$ cat src/rtl/seq_pkg.sv
// -----------------------------------------------------------------------------
// seq_pkg
// Shared types and constants for the sequence-entry checker.
//   state_e     : FSM states of the entry session
//   DIGIT_W     : width of one sequence digit
//   BTN_N       : number of push-buttons (one per digit value)
//   SEQ_LEN_DEF : default number of entries per sequence
//   btn_index() : index of the set bit in a one-hot button vector
// -----------------------------------------------------------------------------
package seq_pkg;

  localparam int DIGIT_W     = 4;
  localparam int BTN_N       = 4;
  localparam int SEQ_LEN_DEF = 4;

  typedef enum logic [2:0] {
    ST_IDLE,
    ST_WAIT_PRESS,
    ST_CHECK,
    ST_WAIT_RELEASE,
    ST_PASS,
    ST_FAIL
  } state_e;

  // Caller guarantees exactly one bit is set; returns its position.
  function automatic logic [1:0] btn_index(input logic [BTN_N-1:0] btn);
    btn_index = '0;
    for (int k = 0; k < BTN_N; k++) begin
      if (btn[k]) btn_index = 2'(k);
    end
  endfunction

endpackage

$ cat src/rtl/seq_entry_check_if.sv
// -----------------------------------------------------------------------------
// seq_entry_check_if
// Bundles the user-side buttons, session control and result outputs.
//   BTN       : raw asynchronous buttons, bit k = digit k
//   START     : one-cycle pulse, latches EXP_SEQ and begins a session
//   EXP_SEQ   : expected digits, entry n at [4n+3:4n]
//   BUSY      : session active
//   DIGIT     : last accepted digit
//   DIGIT_VLD : one-cycle pulse per accepted press
//   COUNT     : correct entries in the current session
//   PASS/FAIL : one-cycle result pulses
// master drives stimulus (system side), slave is the checker.
// -----------------------------------------------------------------------------
interface seq_entry_check_if
  import seq_pkg::*;
#(
  parameter int SEQ_LEN = SEQ_LEN_DEF
);

  logic [BTN_N-1:0]           BTN;
  logic                       START;
  logic [DIGIT_W*SEQ_LEN-1:0] EXP_SEQ;
  logic                       BUSY;
  logic [DIGIT_W-1:0]         DIGIT;
  logic                       DIGIT_VLD;
  logic [3:0]                 COUNT;
  logic                       PASS;
  logic                       FAIL;

  modport master (
    output BTN, START, EXP_SEQ,
    input  BUSY, DIGIT, DIGIT_VLD, COUNT, PASS, FAIL
  );

  modport slave (
    input  BTN, START, EXP_SEQ,
    output BUSY, DIGIT, DIGIT_VLD, COUNT, PASS, FAIL
  );

endinterface

$ cat src/rtl/btn_debounce.sv
// -----------------------------------------------------------------------------
// btn_debounce
// Debounces one raw asynchronous button bit.
//   CLK, RST_N : clock, async active-low reset
//   btn_raw    : raw button level
//   btn_db     : debounced level, follows btn_raw after CYCLES stable samples
// A raw edge reaches btn_db after 2 (synchronizer) + CYCLES clocks.
// -----------------------------------------------------------------------------
module btn_debounce #(
  parameter int CYCLES = 100000
) (
  input  logic CLK,
  input  logic RST_N,
  input  logic btn_raw,
  output logic btn_db
);

  localparam int CNT_W = (CYCLES > 1) ? $clog2(CYCLES) : 1;

  logic [1:0]       sync_q;
  logic [CNT_W-1:0] stable_cnt;

  // NOTE: sequential state uses non-blocking assignments so every flop
  // samples pre-edge values; blocking here would collapse the sync chain.
  always_ff @(posedge CLK or negedge RST_N) begin
    if (!RST_N) begin
      sync_q     <= '0;
      stable_cnt <= '0;
      btn_db     <= 1'b0;
    end else begin
      sync_q <= {sync_q[0], btn_raw};
      // Counting samples that differ from the current level; any sample
      // equal to the level breaks the run and restarts the count.
      if (sync_q[1] == btn_db) begin
        stable_cnt <= '0;
      end else if (stable_cnt == CNT_W'(CYCLES - 1)) begin
        btn_db     <= sync_q[1];
        stable_cnt <= '0;
      end else begin
        stable_cnt <= stable_cnt + 1'b1;
      end
    end
  end

endmodule

$ cat src/rtl/seq_entry_check.sv
// -----------------------------------------------------------------------------
// seq_entry_check
// Debounces four buttons and checks a typed digit sequence against the
// sequence latched at START; reports each accepted digit and a final
// PASS or FAIL pulse.
//   CLK, RST_N : clock, async active-low reset
//   bus        : seq_entry_check_if.slave (buttons, START/EXP_SEQ, results)
// Outputs are decoded from state (DIGIT_VLD in CHECK, PASS/FAIL in their
// one-cycle states) or come straight from holding registers.
// -----------------------------------------------------------------------------
module seq_entry_check
  import seq_pkg::*;
#(
  parameter int DEBOUNCE_CYCLES = 100000,
  parameter int TIMEOUT_CYCLES  = 500000000,
  parameter int SEQ_LEN         = SEQ_LEN_DEF
) (
  input logic              CLK,
  input logic              RST_N,
  seq_entry_check_if.slave bus
);

  localparam int IDX_W = (SEQ_LEN > 1) ? $clog2(SEQ_LEN) : 1;
  localparam int TMR_W = (TIMEOUT_CYCLES > 1) ? $clog2(TIMEOUT_CYCLES) : 1;

  state_e                     state, next_state;
  logic [BTN_N-1:0]           db, db_q;
  logic                       press_evt;
  logic [DIGIT_W*SEQ_LEN-1:0] exp_q;
  logic [DIGIT_W-1:0]         exp_digit;
  logic [IDX_W-1:0]           idx;
  logic                       last_entry;
  logic [3:0]                 count_q;
  logic [DIGIT_W-1:0]         digit_q;
  logic [TMR_W-1:0]           timer;

  // Control strobes from the FSM to the datapath.
  logic session_clr, latch_digit, hit, timer_clr;

  for (genvar k = 0; k < BTN_N; k++) begin : g_db
    btn_debounce #(.CYCLES(DEBOUNCE_CYCLES)) u_db (
      .CLK     (CLK),
      .RST_N   (RST_N),
      .btn_raw (bus.BTN[k]),
      .btn_db  (db[k])
    );
  end

  // Only rising debounced edges count, so a button held across START or
  // through WAIT_RELEASE never fires until released and pressed again.
  assign press_evt  = |(db & ~db_q);
  assign exp_digit  = exp_q[idx*DIGIT_W +: DIGIT_W];
  assign last_entry = (idx == IDX_W'(SEQ_LEN - 1));

  always_ff @(posedge CLK or negedge RST_N) begin
    if (!RST_N) state <= ST_IDLE;
    else        state <= next_state;
  end

  // NOTE: every output of this block gets a default first, so no path
  // leaves a variable unassigned and no latch is inferred.
  always_comb begin
    next_state  = state;
    session_clr = 1'b0;
    latch_digit = 1'b0;
    hit         = 1'b0;
    timer_clr   = 1'b0;
    if (bus.START) begin
      // START overrides any press, timeout or result in flight.
      next_state  = ST_WAIT_PRESS;
      session_clr = 1'b1;
    end else begin
      unique case (state)
        ST_IDLE: ;
        ST_WAIT_PRESS: begin
          if (press_evt && $countones(db) == 1) begin
            latch_digit = 1'b1;
            next_state  = ST_CHECK;
          end else if (press_evt) begin
            next_state = ST_FAIL;
          end else if (timer == TMR_W'(TIMEOUT_CYCLES - 1)) begin
            next_state = ST_FAIL;
          end
        end
        ST_CHECK: begin
          // Expected digits with upper bits set never equal a button index.
          if (digit_q == exp_digit) begin
            hit        = 1'b1;
            next_state = last_entry ? ST_PASS : ST_WAIT_RELEASE;
          end else begin
            next_state = ST_FAIL;
          end
        end
        ST_WAIT_RELEASE: begin
          if (db == '0) begin
            timer_clr  = 1'b1;
            next_state = ST_WAIT_PRESS;
          end
        end
        ST_PASS, ST_FAIL: next_state = ST_IDLE;
        default:          next_state = ST_IDLE;
      endcase
    end
  end

  // NOTE: the latched sequence is an ordinary register bank and is reset
  // with everything else, so outputs and compares are defined from reset.
  always_ff @(posedge CLK or negedge RST_N) begin
    if (!RST_N) begin
      db_q    <= '0;
      exp_q   <= '0;
      idx     <= '0;
      count_q <= '0;
      digit_q <= '0;
      timer   <= '0;
    end else begin
      db_q <= db;
      if (session_clr) begin
        exp_q   <= bus.EXP_SEQ;
        idx     <= '0;
        count_q <= '0;
        timer   <= '0;
      end else begin
        if (timer_clr)                    timer <= '0;
        else if (state == ST_WAIT_PRESS)  timer <= timer + 1'b1;
        if (latch_digit) digit_q <= DIGIT_W'(btn_index(db));
        if (hit) begin
          count_q <= count_q + 4'd1;
          if (!last_entry) idx <= idx + 1'b1;
        end
      end
    end
  end

  assign bus.BUSY      = (state == ST_WAIT_PRESS) || (state == ST_CHECK) ||
                         (state == ST_WAIT_RELEASE);
  assign bus.DIGIT     = digit_q;
  assign bus.DIGIT_VLD = (state == ST_CHECK);
  assign bus.COUNT     = count_q;
  assign bus.PASS      = (state == ST_PASS);
  assign bus.FAIL      = (state == ST_FAIL);

endmodule

$ cat src/flat_wrapper.sv
// flat-port wrapper written by rule: the top's interface ports become plain ports
module seq_entry_check_flat import seq_pkg::*;
#(
  parameter int DEBOUNCE_CYCLES = 100000,
  parameter int TIMEOUT_CYCLES  = 500000000,
  parameter int SEQ_LEN         = SEQ_LEN_DEF
)
  (CLK, RST_N, bus_BTN, bus_START, bus_EXP_SEQ, bus_BUSY, bus_DIGIT, bus_DIGIT_VLD, bus_COUNT, bus_PASS, bus_FAIL);
  seq_entry_check_if #(.SEQ_LEN(SEQ_LEN)) bus_i ();
  input logic CLK;
  input logic RST_N;
  input wire logic [$bits(bus_i.BTN)-1:0] bus_BTN;
  input wire logic [$bits(bus_i.START)-1:0] bus_START;
  input wire logic [$bits(bus_i.EXP_SEQ)-1:0] bus_EXP_SEQ;
  output wire logic [$bits(bus_i.BUSY)-1:0] bus_BUSY;
  output wire logic [$bits(bus_i.DIGIT)-1:0] bus_DIGIT;
  output wire logic [$bits(bus_i.DIGIT_VLD)-1:0] bus_DIGIT_VLD;
  output wire logic [$bits(bus_i.COUNT)-1:0] bus_COUNT;
  output wire logic [$bits(bus_i.PASS)-1:0] bus_PASS;
  output wire logic [$bits(bus_i.FAIL)-1:0] bus_FAIL;
  assign bus_i.BTN = bus_BTN;
  assign bus_i.START = bus_START;
  assign bus_i.EXP_SEQ = bus_EXP_SEQ;
  assign bus_BUSY = bus_i.BUSY;
  assign bus_DIGIT = bus_i.DIGIT;
  assign bus_DIGIT_VLD = bus_i.DIGIT_VLD;
  assign bus_COUNT = bus_i.COUNT;
  assign bus_PASS = bus_i.PASS;
  assign bus_FAIL = bus_i.FAIL;
  seq_entry_check #(.DEBOUNCE_CYCLES(DEBOUNCE_CYCLES), .TIMEOUT_CYCLES(TIMEOUT_CYCLES), .SEQ_LEN(SEQ_LEN)) u_core (.CLK(CLK), .RST_N(RST_N), .bus(bus_i));
endmodule
$ cat config.mk
export PLATFORM = sky130hd
export DESIGN_NAME = seq_entry_check_flat
export DESIGN_NICKNAME = d
export VERILOG_FILES = /design/src/rtl/seq_pkg.sv /design/src/rtl/seq_entry_check_if.sv /design/src/rtl/btn_debounce.sv /design/src/rtl/seq_entry_check.sv /design/src/flat_wrapper.sv
export SDC_FILE = /design/constraint.sdc
export NUM_CORES = 1
export LEC_CHECK = 0
export ABC_AREA = 0
export CORE_MARGIN = 2
export CORE_UTILIZATION = 61
export DETAILED_ROUTE_END_ITERATION = 7
export GPL_TIMING_DRIVEN = 0
export PLACE_DENSITY = 0.81
export SLEW_MARGIN = 15
export SYNTH_ARGS = -nofsm -noshare
export SYNTH_HDL_FRONTEND = slang
export SYNTH_SLANG_ARGS = --single-unit
$ cat constraint.sdc
create_clock -name CLK -period 5.1 [get_ports CLK]
set_input_delay 0.765 -clock CLK [delete_from_list [all_inputs] [get_ports CLK]]
set_output_delay 0.765 -clock CLK [all_outputs]
set_load 0.005 [all_outputs]
Word-level counts from Yosys, hierarchy flattened --
Cells that the tools add are included.
Storage, ports and cells: flip-flop bits (word level) 140, output and inout port bits 12, word-level logic and storage cells 110
Cells by class: equal/unequal tests 21, mux-type cells 37, bitwise logic cells 7, add/sub/neg operators 10, reduce and logical (&&, ||, !) cells 15, shift-type cells 1
Operators by type and width (number):
- 17-bit 2-to-1 mux | 8
- 29-bit 2-to-1 mux | 3
- 17-bit by 1-bit adder with 17-bit output, second input constant | 4
- 17-bit equality test, second input constant | 4
- 32-bit adder | 1
- 32-bit by 2-bit equality test with 1-bit output, second input constant | 1
- 29-bit by 1-bit adder with 29-bit output, second input constant | 1
- 29-bit equality test, second input constant | 1
- 3-bit 2-to-1 mux | 7
- 16-bit by 5-bit variable part select with 4-bit output | 1
- 3-bit case mux with 4 select lines | 1
- 2-bit AND reduction | 6
- 1-bit 2-to-1 mux | 11
- 2-bit 2-to-1 mux | 5
- 4-bit 2-to-1 mux | 2
- 3-bit by 2-bit equality test with 1-bit output, second input constant | 2
- 3-bit equality test, second input constant | 2
- 5-bit by 2-bit != test with 1-bit output, second input constant | 1
- 1-bit inverter | 5
- 1-bit by 1-bit adder with 2-bit output | 2
- 4-bit by 1-bit adder with 4-bit output, second input constant | 1
- 4-bit bitwise AND | 1
- 1-bit equality test | 4
- 2-bit by 4-bit equality test with 1-bit output | 1
- other kinds (14) | 16

Logic depth before layout (Yosys ltp) --
Gate-level depths: netlist (run 1).
depth after elaboration 8, depth in mapped cells 9, gate-level depth less buffers 9

Cells and area by module --
From an unflattened synthesis (run 1), not the netlist that was laid out.
Unflattened totals: cell total of the unflattened synthesis 665, area, all modules 6921.6 µm²
Modules (own cells, without submodules):
- btn_debounce | instances 4, area an instance 937.1 µm², cells an instance 89, sequential area each 500.5 µm²
- seq_entry_check | instances 1, area an instance 3173.0 µm², cells an instance 309, sequential area each 1501.4 µm²

Worst setup path after synthesis (run 1) --
No wires, ideal clock.
path kind flip-flop to flip-flop, start register u_core.state[2], end register u_core.timer[27], period minus slack after synthesis 2.402 ns, arrival time 2.324 ns, buffers on the path 1, stages on the path, launching flop included 7, setup slack 2.698 ns, cell sequence dfrtp_1 > buf_2 > or3b_4 > or4_4 > or4_4 > or3_1 > a21oi_1
Between the ends: longest elaborated chain between the ends 5, elaborated cells on any way between the ends 7, classes of those cells eq/ne: 2; mux: 4; reduce/logical: 1
Ends and longest elaborated chain:
- start, declared | RTL line seq_entry_check.sv:26 | state_e state, next_state;
- start signal, assigned | RTL line seq_entry_check.sv:57 | else state <= next_state;
- 3-bit by 2-bit equality test with 1-bit output | RTL line seq_entry_check.sv:73 | unique case (state)
- 1-bit 2-to-1 mux | RTL line seq_entry_check.sv:73
- 1-bit 2-to-1 mux | RTL line seq_entry_check.sv:68 | if (bus.START) begin
- 29-bit 2-to-1 mux | RTL line seq_entry_check.sv:124 | if (timer_clr) timer <= '0;
- 29-bit 2-to-1 mux | RTL line seq_entry_check.sv:118 | if (session_clr) begin
- end signal, assigned | RTL line seq_entry_check.sv:125 | else if (state == ST_WAIT_PRESS) timer <= timer + 1'b1;
- end, declared | RTL line seq_entry_check.sv:35 | logic [TMR_W-1:0] timer;
Parallel ways exist; a longest one is shown, timed or not. A chain may end at the register's enable or synchronous reset.

Worst setup path in the final report (run 1) --
start register u_core.state[1], end output port bus_DIGIT_VLD
Between the ends: longest elaborated chain between the ends 1
Ends and longest elaborated chain:
- 3-bit by 2-bit equality test with 1-bit output | RTL line seq_entry_check.sv:138 | assign bus.DIGIT_VLD = (state == ST_CHECK);
- end, declared | RTL line flat_wrapper.sv:17 | output wire logic [$bits(bus_i.DIGIT_VLD)-1:0] bus_DIGIT_VLD;
Every way passes these cells.

==> results, run 1 <==
- The run finished with clean final reports.
- Sorting the synthesized cells by area gives the leading types as sky130_fd_sc_hd__dfrtp_1, sky130_fd_sc_hd__nor2_1, sky130_fd_sc_hd__xor2_1.
- The post-DP HPWL is 9050 um.
- The number of buffers inserted by port buffering is 31.
- The number of buffers on the longest clock path is 2.
- The count of routing violations after the opening detailed-route iteration is 379.
- The standby leakage power is 3.32 nW.
- The remaining max-slew budget at the tightest pin is 0.553.
- Of the total power, the share spent switching nets is 0.241.
- The endpoint required time on the critical path is 4.34 ns.
- The internal power contribution is 2.11 mW.
- In this run the worst hold path is classified as in2async.
- The sink count of the clock tree is 140.
- The number of global-route vias before repair was 5203.
- The net switching component of the power is 0.670 mW.
- The remaining global-route overflow is 0.
- Power comes to 2.78 mW.
- Of the available clock period, the critical path in the final layout requires 0.564.
- Of the total power, the clock network draws 0.475.
- The routed wire length is 13900 um.
- The most instantiated library cell after synthesis is sky130_fd_sc_hd__dfrtp_1.
- The number of antenna violations at the first check in global routing was 0.
- Row generation in the floorplan step produced 38 rows.
- Clock-pin slew was measured on the worst setup and hold paths at 0.06 ns.
- Buffers added to address setup during post-CTS repair amount to 0.
- The critical path class is reg2out.
- Hold repair after CTS inserted 0 buffers.
- The initial utilization of the core area, before any placement, comes to 0.624.
- The final setup violation count is 0.
- Sorting the synthesized cells by how often they occur yields sky130_fd_sc_hd__dfrtp_1, sky130_fd_sc_hd__nor2_1, sky130_fd_sc_hd__nand2_1, sky130_fd_sc_hd__xor2_1, sky130_fd_sc_hd__xnor2_1.
- For this design the ratio of total power to cell area is 351 nW/um^2.
- In the final layout, the share of cells above drive strength 1 is 0.104.
- The part of the power in registers is 0.425.
- The number of max-capacitance violations reported is 0.
- The clock tree from TritonCTS is yes.
- At the pin with the least slew margin, the transition time is 0.665 ns.
- Data on the critical path arrives at its endpoint at 2.11 ns.
- CTS built an H-tree with a depth of 4.
- Setup repair after global routing left no endpoint under its margin.
- The count of nets left with antenna violations once routing finished came out at 0.
- The share of the Yosys chip area taken by registers is 0.518.
- The total track usage is 0.258.
- The number of distinct library cell variants in the gate-level netlist after synthesis is 58.
- The floorplan step set the die width to 109 um.
- The worst hold margin is 0.149 ns.
- At the end of routability-driven placement, the weighted congestion stood at 0.914.
- The clock reaches the later pin of the worst-skew pair after 0.54 ns.
- The final standard cell count with taps included and fillers excluded is 869.
- The vertical die dimension is 109 um.
- In the final design database the tool counted 752 nets.
- The count of warnings emitted by yosys is 0.
- The endpoint kind of the worst setup timing path is a primary output.
- The post-synthesis area per instance is 10.2 um^2.
- The achievable clock frequency is 347 MHz.
- The die covers 12000 um^2.
- Summed over all instances, the cell type with the most area after synthesis is sky130_fd_sc_hd__dfrtp_1.
- The routed layout has 5160 vias.
- The number of diodes added for antenna fixing is 0.
- The first global-routing pass estimated 23700 um of wire.
- The area share of the leading cell type in the synthesized netlist is 0.518.
- The number of buffers added by the clock tree synthesis step is 17.
- The detailed-routing iteration count for the pre-antenna-repair pass is 5.
- In the routed layout, each cell is associated on average with a via count of 5.94.
- The area of the core region is 10800 um^2.
- The netlist area before placement is 6770 um^2.
- The share of flip-flops with an asynchronous set or reset after synthesis is 1.00.
- The max-slew violation total from the final report is 0.
- The number of synthesized flops with an enable pin is 0.
- STA classifies the critical path startpoint as a flip-flop.
- In this run, placement finished with an instance count of 837.
- The pin count of the biggest net entering global routing is 93.
- The final count of hold timing violations is 0.
- For the finished layout, the period the worst path requires is 2.88 ns.
- The layout has 707 filler cells.
- Clock skew on the completed layout was measured at 0.00870 ns.
- In the synthesized netlist the dominant register cell turns out to be sky130_fd_sc_hd__dfrtp_1.
- IR analysis of the VDD net gives a maximum drop of 0.311 mV.
- The number of gates resized after CTS was 0.
- The number of instances in the synthesized netlist is 664.
- The post-detailed-route DRC marker count is 0.
- The largest driver fanout on the critical path is 7.
- The clock root buffer is sky130_fd_sc_hd__clkbuf_8.
- The number of synthesized register bits is 140.
- The layout overhead on the synthesized area is 17.0%.
- 35 I/O pins were placed.
- The share of total power dissipated in combinational logic is 0.099.
- The routed wire length per instance is 16.0 um.
- Summing all multi-input logic gate instances after layout gives 3100 um^2.
- The register area is 3500 um^2.
[state kept, by name, indices dropped and copies added (netlist names)]
register,cells
u_core.db_q,4
u_core.timer,29
u_core.bus.DIGIT,2
u_core.g_db.u_db.btn_db,4
u_core.g_db.u_db.stable_cnt,68
u_core.state,3
u_core.idx,2
u_core.bus.COUNT,4
u_core.g_db.u_db.sync_q,8
u_core.exp_q,16
[cell usage in the layout, fill, tap and decap left out, types with 3 or more instances in the layout]
cell,netlist,layout
sky130_fd_sc_hd__nor2_1,110,110
sky130_fd_sc_hd__bufinv_16,0,5
sky130_fd_sc_hd__and3_1,8,8
sky130_fd_sc_hd__and4b_1,3,3
sky130_fd_sc_hd__or2_2,8,8
sky130_fd_sc_hd__xnor2_1,34,34
sky130_fd_sc_hd__dfrtp_1,140,140
sky130_fd_sc_hd__nor3_1,16,16
sky130_fd_sc_hd__clkbuf_16,0,16
sky130_fd_sc_hd__nand4_1,24,24
sky130_fd_sc_hd__a31oi_1,3,3
sky130_fd_sc_hd__nand2_1,39,39
sky130_fd_sc_hd__or3_1,12,12
sky130_fd_sc_hd__xor2_1,39,39
sky130_fd_sc_hd__mux2i_1,5,5
sky130_fd_sc_hd__o21ai_0,14,14
sky130_fd_sc_hd__nand3_1,31,31
sky130_fd_sc_hd__mux2_2,22,22
sky130_fd_sc_hd__inv_1,23,23
sky130_fd_sc_hd__a21oi_1,21,21
sky130_fd_sc_hd__a311oi_1,5,5
sky130_fd_sc_hd__or4_1,4,4
sky130_fd_sc_hd__ha_1,12,12
sky130_fd_sc_hd__clkbuf_1,17,18
sky130_fd_sc_hd__and4_1,9,9
sky130_fd_sc_hd__o31ai_1,3,3
sky130_fd_sc_hd__nor2b_1,3,3
sky130_fd_sc_hd__clkdlybuf4s50_1,0,30
sky130_fd_sc_hd__nor4_1,14,14
sky130_fd_sc_hd__nand2b_1,7,7
sky130_fd_sc_hd__clkinvlp_4,0,4
[area by class of cell]
cell class | instances | area share
inverters | 23 | 0.0109
clock inverters | 14 | 0.0273
plain buffers | 21 | 0.0111
repair buffers | 32 | 0.0428
multi-input cells | 481 | 0.391
well taps | 140 | 0.0221
clock buffers | 18 | 0.0528
flip-flops and latches | 140 | 0.442
[through the flow]
step	utilization	setup TNS, ns	cell area [um^2]	worst slack (ns)
finish	0.731	0	7920	2.22
detailed placement	0.672	0	7290	2.53
floorplan	-	0	6770	2.70
global placement	0.670	-276.21	7260	-1.98
global route	0.731	0	7920	2.15
CTS	0.731	0	7920	2.24
[critical path: stages, from the launching register on]
cell and delay [ns]:
sky130_fd_sc_hd__dfrtp_1 0.46, sky130_fd_sc_hd__inv_1 0.12, sky130_fd_sc_hd__nor3_1 0.41, sky130_fd_sc_hd__clkdlybuf4s50_1 0.60
[worst paths after layout]
check | from | end | slack, ns | depth (start not counted)
max | u_core.state[1]$_DFFE_PN0P_ | bus_DIGIT_VLD | 2.22 | 3
min | RST_N | u_core.exp_q[7]$_DFFE_PN0P_ | 0.15 | 1
max reg2reg | u_core.state[2]$_DFFE_PN0P_ | u_core.timer[27]$_DFFE_PN0P_ | 2.52 | 6
min reg2reg | u_core.g_db[1].u_db.sync_q[0]$_DFF_PN0_ | u_core.g_db[1].u_db.sync_q[1]$_DFF_PN0_ | 0.35 | 0
max in group asynchronous | RST_N | u_core.g_db[3].u_db.stable_cnt[11]$_DFF_PN0_ | 4.17 | 2
min in group CLK | u_core.g_db[1].u_db.sync_q[0]$_DFF_PN0_ | u_core.g_db[1].u_db.sync_q[1]$_DFF_PN0_ | 0.35 | 0
[power by group through the flow]
stage | sequential (mW) | combinational [mW] | clock (mW)
final | 1.18 | 0.277 | 1.32
after global routing | 1.19 | 0.309 | 1.39
after CTS | 1.18 | 0.275 | 1.34
after detailed placement | 1.20 | 0.272 | 0
after global placement | 1.20 | 0.260 | 0
after floorplan | 1.19 | 0.168 | 0
[layer usage]
layer / share of wire / vias up / track usage
met4: 0.025 / 0 / 0.126
met1: 0.42 / 2493 / 0.320
li1: - / 2431 / -
met5: 0 / - / 0
met2: 0.50 / 198 / 0.423
met3: 0.056 / 38 / 0.0634
[kinds of logic after synthesis]
family          count (synthesis)  share of synthesized area
compound gates                 63                     0.0603
other cells                     1                   0.000554
mux                            29                     0.0506
buf+inv                        44                     0.0257
flops                         140                      0.518
fa+ha+maj                      13                     0.0251
xor+xnor                       73                     0.0945
simple gates                  301                      0.226
No activity file was read; power rests on OpenSTA's default activity.
==> inputs of run 2 (changes only) <==
--- a/config.mk
+++ b/config.mk
@@ -7,10 +7,10 @@
 export LEC_CHECK = 0
 export ABC_AREA = 0
 export CORE_MARGIN = 2
-export CORE_UTILIZATION = 61
+export CORE_UTILIZATION = 60
 export DETAILED_ROUTE_END_ITERATION = 7
 export GPL_TIMING_DRIVEN = 0
-export PLACE_DENSITY = 0.81
+export PLACE_DENSITY = 0.8
 export SLEW_MARGIN = 15
 export SYNTH_ARGS = -nofsm -noshare
 export SYNTH_HDL_FRONTEND = slang
==> constraint.sdc (replaced) <==
create_clock -name CLK -period 2.67 [get_ports CLK]
set_input_delay 0.4005 -clock CLK [delete_from_list [all_inputs] [get_ports CLK]]
set_output_delay 0.4005 -clock CLK [all_outputs]
set_load 0.005 [all_outputs]
==> run 2 against run 1 <==
- via count barely moved
- clock power rose by 100%
- utilization fell by 0.17 points
- first-iteration DRC count fell by 2.4%
- count of clock-buffer cells in the layout rose by 5
- power rose by 97%
- largest power group unchanged
==> results, run 2 (same netlist as run 1, synthesis figures left out) <==
- The flow ran to the end, and the final reports show no timing, DRC or antenna violations.
- The full die area was 12100 um^2 (+1.6%).
- The starting density of the core is 0.619 (-0.00543).
- The endpoint arrival time on the critical path is 2.91 ns (+0.80 ns).
- The area of the core region is 10900 um^2 (+0.88%).
- The vertical die dimension is 110 um (+0.80%).
- The commonest non-fill, non-tap cell in the layout is sky130_fd_sc_hd__dfrtp_1.
- The number of antenna violations at the first check in global routing was 0 (unchanged).
- The area of the multi-input gates came to 3100 um^2 (unchanged).
- The number of buffers on the longest clock path is 2 (unchanged).
- The residual antenna-violating net count after detailed routing was 0 (unchanged).
- The routed wire length per instance is 16.5 um (+3.2%).
- The number of max-capacitance violations reported is 0 (unchanged).
- The critical path goes through mux4_2 > xnor2_1 > o2111ai_1 > clkbuf_1 > or3_1 > a21oi_1.
- The largest registers in the layout are u_core.g_db.u_db.stable_cnt x68, u_core.timer x29, u_core.exp_q x16.
- The total via count after detailed routing is 5156 (-0.078%).
- The worst hold path belongs to the class in2async.
- The detailed-routing iteration count for the pre-antenna-repair pass was 6 (+1).
- The clock transition at the registers of the reported paths came to 0.06 ns (about the same).
- The number of buffers added by the clock tree synthesis step was 17 (unchanged).
- The top-level port count is 35 (unchanged).
- The final worst clock skew is 0.00909 ns (+0.000393 ns).
- The worst setup path is captured at a flip-flop.
- The largest register by flop count is u_core.g_db.u_db.stable_cnt.
- The transition time at the pin with the least slew margin is 0.688 ns (+0.0232 ns).
- The final standard cell count with taps included and fillers excluded was 868 (-0.12%).
- The final layout net count is 751 (-0.13%).
- The post-detailed-route DRC marker count came to 0 (unchanged).
- The post-CTS repair timing setup buffer count is 0 (unchanged).
- The total instance count after detailed placement is 837 (unchanged).
- The clock root buffer is sky130_fd_sc_hd__clkbuf_16.
- The total track usage came to 0.260 (+0.00296).
- The final count of hold timing violations is 0 (unchanged).
- The clock tree from TritonCTS is yes.
- The core occupancy in the finished layout was 0.729 (-0.00166).
- The maximum VDD drop is 0.556 mV (+79%).
- Dividing the final minimum period by the clock period gives 0.969.
- The layout cell share with drive strength beyond 1 is 0.107 (+0.00289).
- The sink count of the clock tree is 140 (unchanged).
- The post-DP HPWL is 9020 um (-0.36%).
- The count of routing violations after the opening detailed-route iteration is 370 (-2.4%).
- The largest incremental delay on the critical path was 0.57 ns (-0.03 ns).
- The achievable clock frequency is 387 MHz.
- The critical path startpoint category is a flip-flop.
- The worst-skew pair later-pin latency came to 0.41 ns (-0.13 ns).
- The final setup violation count is 0 (unchanged).
- The number of levels the H-tree was split into is 4 (unchanged).
- The number of core rows came to 38 (unchanged).
- The register area is 3500 um^2 (unchanged).
- The number of global-route vias before repair came to 5312 (+2.1%).
- The number of buffers inserted by port buffering came to 31 (unchanged).
- The number of diodes added for antenna fixing is 0 (unchanged).
- The filler cell count was 733 (+3.7%).
- The pin count of the biggest net entering global routing is 76 (-18%).
- The worst setup path is of the reg2reg kind.
- The remaining max-slew budget at the tightest pin is 0.538 (-0.0156).
- The post-layout minimum cycle time is 2.59 ns.
- The ratio of total power to cell area is 687 nW/um^2 (+96%).
- Setup repair after global routing left no endpoint under its margin.
- The worst hold margin is 0.0154 ns (-0.134 ns).
- The routed wire length is 14300 um (+3.0%).
- The standby leakage power came to 3.36 nW (+1.2%).
- Compared with the post-synthesis result, the final layout area differs by 17.8%.
- The number of flip-flops in the largest register was 68 (unchanged).
- The remaining global-route overflow is 0 (unchanged).
- The placer congestion estimate is 0.935 (+2.2%).
- The largest driver fanout on the critical path is 10 (+3).
- The max-slew violation total from the final report came to 0 (unchanged).
- The endpoint required time on the critical path came to 2.99 ns (-1.35 ns).
- The top cell types in the final layout, fill and taps aside, are sky130_fd_sc_hd__dfrtp_1, sky130_fd_sc_hd__nor2_1, sky130_fd_sc_hd__nand2_1, sky130_fd_sc_hd__xor2_1, sky130_fd_sc_hd__xnor2_1.
- The critical path's slowest cell is sky130_fd_sc_hd__mux4_2.
- The final sum of negative setup slack came to 0 ns (unchanged).
- The horizontal extent of the die is 110 um (+0.80%).
- The wire length of the first global-routing pass is 24500 um (+3.2%).
- The average via count per standard cell is 5.94 (about the same).
==> run 2: cell count changes in the layout (fill, tap and decap cells not counted) <==
| cell | delta |
|---|---|
| sky130_fd_sc_hd__clkbuf_8 | +5 |
| sky130_fd_sc_hd__clkbuf_1 | -3 |
| sky130_fd_sc_hd__clkinvlp_4 | -3 |
| sky130_fd_sc_hd__inv_6 | -2 |
| sky130_fd_sc_hd__clkbuf_16 | +1 |
| sky130_fd_sc_hd__clkbuf_2 | +1 |
| sky130_fd_sc_hd__clkinv_2 | -1 |
| sky130_fd_sc_hd__clkinv_4 | +1 |
==> run 2: power breakdown <==
| part | total (mW) | internal, mW | switching [mW] |
|---|---|---|---|
| logic | 0.533 | 0.223 | 0.309 |
| clock network | 2.69 | 1.81 | 0.876 |
| registers | 2.26 | 2.20 | 0.0637 |
==> run 2: routing by layer <==
layer / up-vias / wire [um] / track usage
met1: 2535 / 6050 / 0.312
met3: 30 / 663 / 0.0700
met2: 167 / 7300 / 0.449
met5: - / 0 / 0
met4: 0 / 291 / 0.100
li1: 2424 / - / -
==> run 2: final timing paths <==
kind                            slack (ns)                                     from                                      end  cells after the start
worst max register to register        0.08                u_core.idx[0]$_DFFE_PN0P_          u_core.bus.COUNT[2]$_DFFE_PN0P_                      6
worst max-delay path                  0.08                u_core.idx[0]$_DFFE_PN0P_          u_core.bus.COUNT[2]$_DFFE_PN0P_                      6
min in group CLK                      0.35  u_core.g_db[2].u_db.sync_q[0]$_DFF_PN0_  u_core.g_db[2].u_db.sync_q[1]$_DFF_PN0_                      0
worst min-delay path                  0.02                                    RST_N              u_core.exp_q[7]$_DFFE_PN0P_                      1
max in group asynchronous             1.89                                    RST_N  u_core.g_db[1].u_db.sync_q[0]$_DFF_PN0_                      2
worst min register to register        0.35  u_core.g_db[2].u_db.sync_q[0]$_DFF_PN0_  u_core.g_db[2].u_db.sync_q[1]$_DFF_PN0_                      0
==> run 2: layout make-up <==
cell class	count	area share
Clock buffer	23	0.0637
Clock inverter	9	0.0226
Sequential cell	140	0.439
Multi-Input combinational cell	481	0.388
Inverter	23	0.0108
Tap cell	140	0.0220
Timing Repair Buffer	32	0.0425
Buffer	20	0.0107
==> run 2: critical path, delay by kind of cell, from the launching register on <==
kind	cells	cell delay [ns]
flip-flops	1	0.54
XOR/XNOR	1	0.28
multiplexers	1	0.57
buffers and inverters	1	0.31
AO/OA/AOI/OAI	2	0.44
AND/OR/NAND/NOR	1	0.36
==> run 2: stage by stage <==
| stage | worst slack (ns) | cell area (um^2) | power [mW] |
|---|---|---|---|
| global route | 0.00622 | 7970 | 5.67 |
| floorplan | 0.268 | 6770 | 2.60 |
| CTS | 0.110 | 7970 | 5.49 |
| finish | 0.0827 | 7970 | 5.48 |
| detailed placement | 0.136 | 7290 | 2.81 |
| global placement | -4.05 | 7260 | 2.79 |
==> run 2: what timing repair did <==
action,4_1_cts,5_1_grt
setup endpoints to repair,1,6
endpoints found under the hold margin,0,0
hold buffers,0,0
resized for setup,0,2
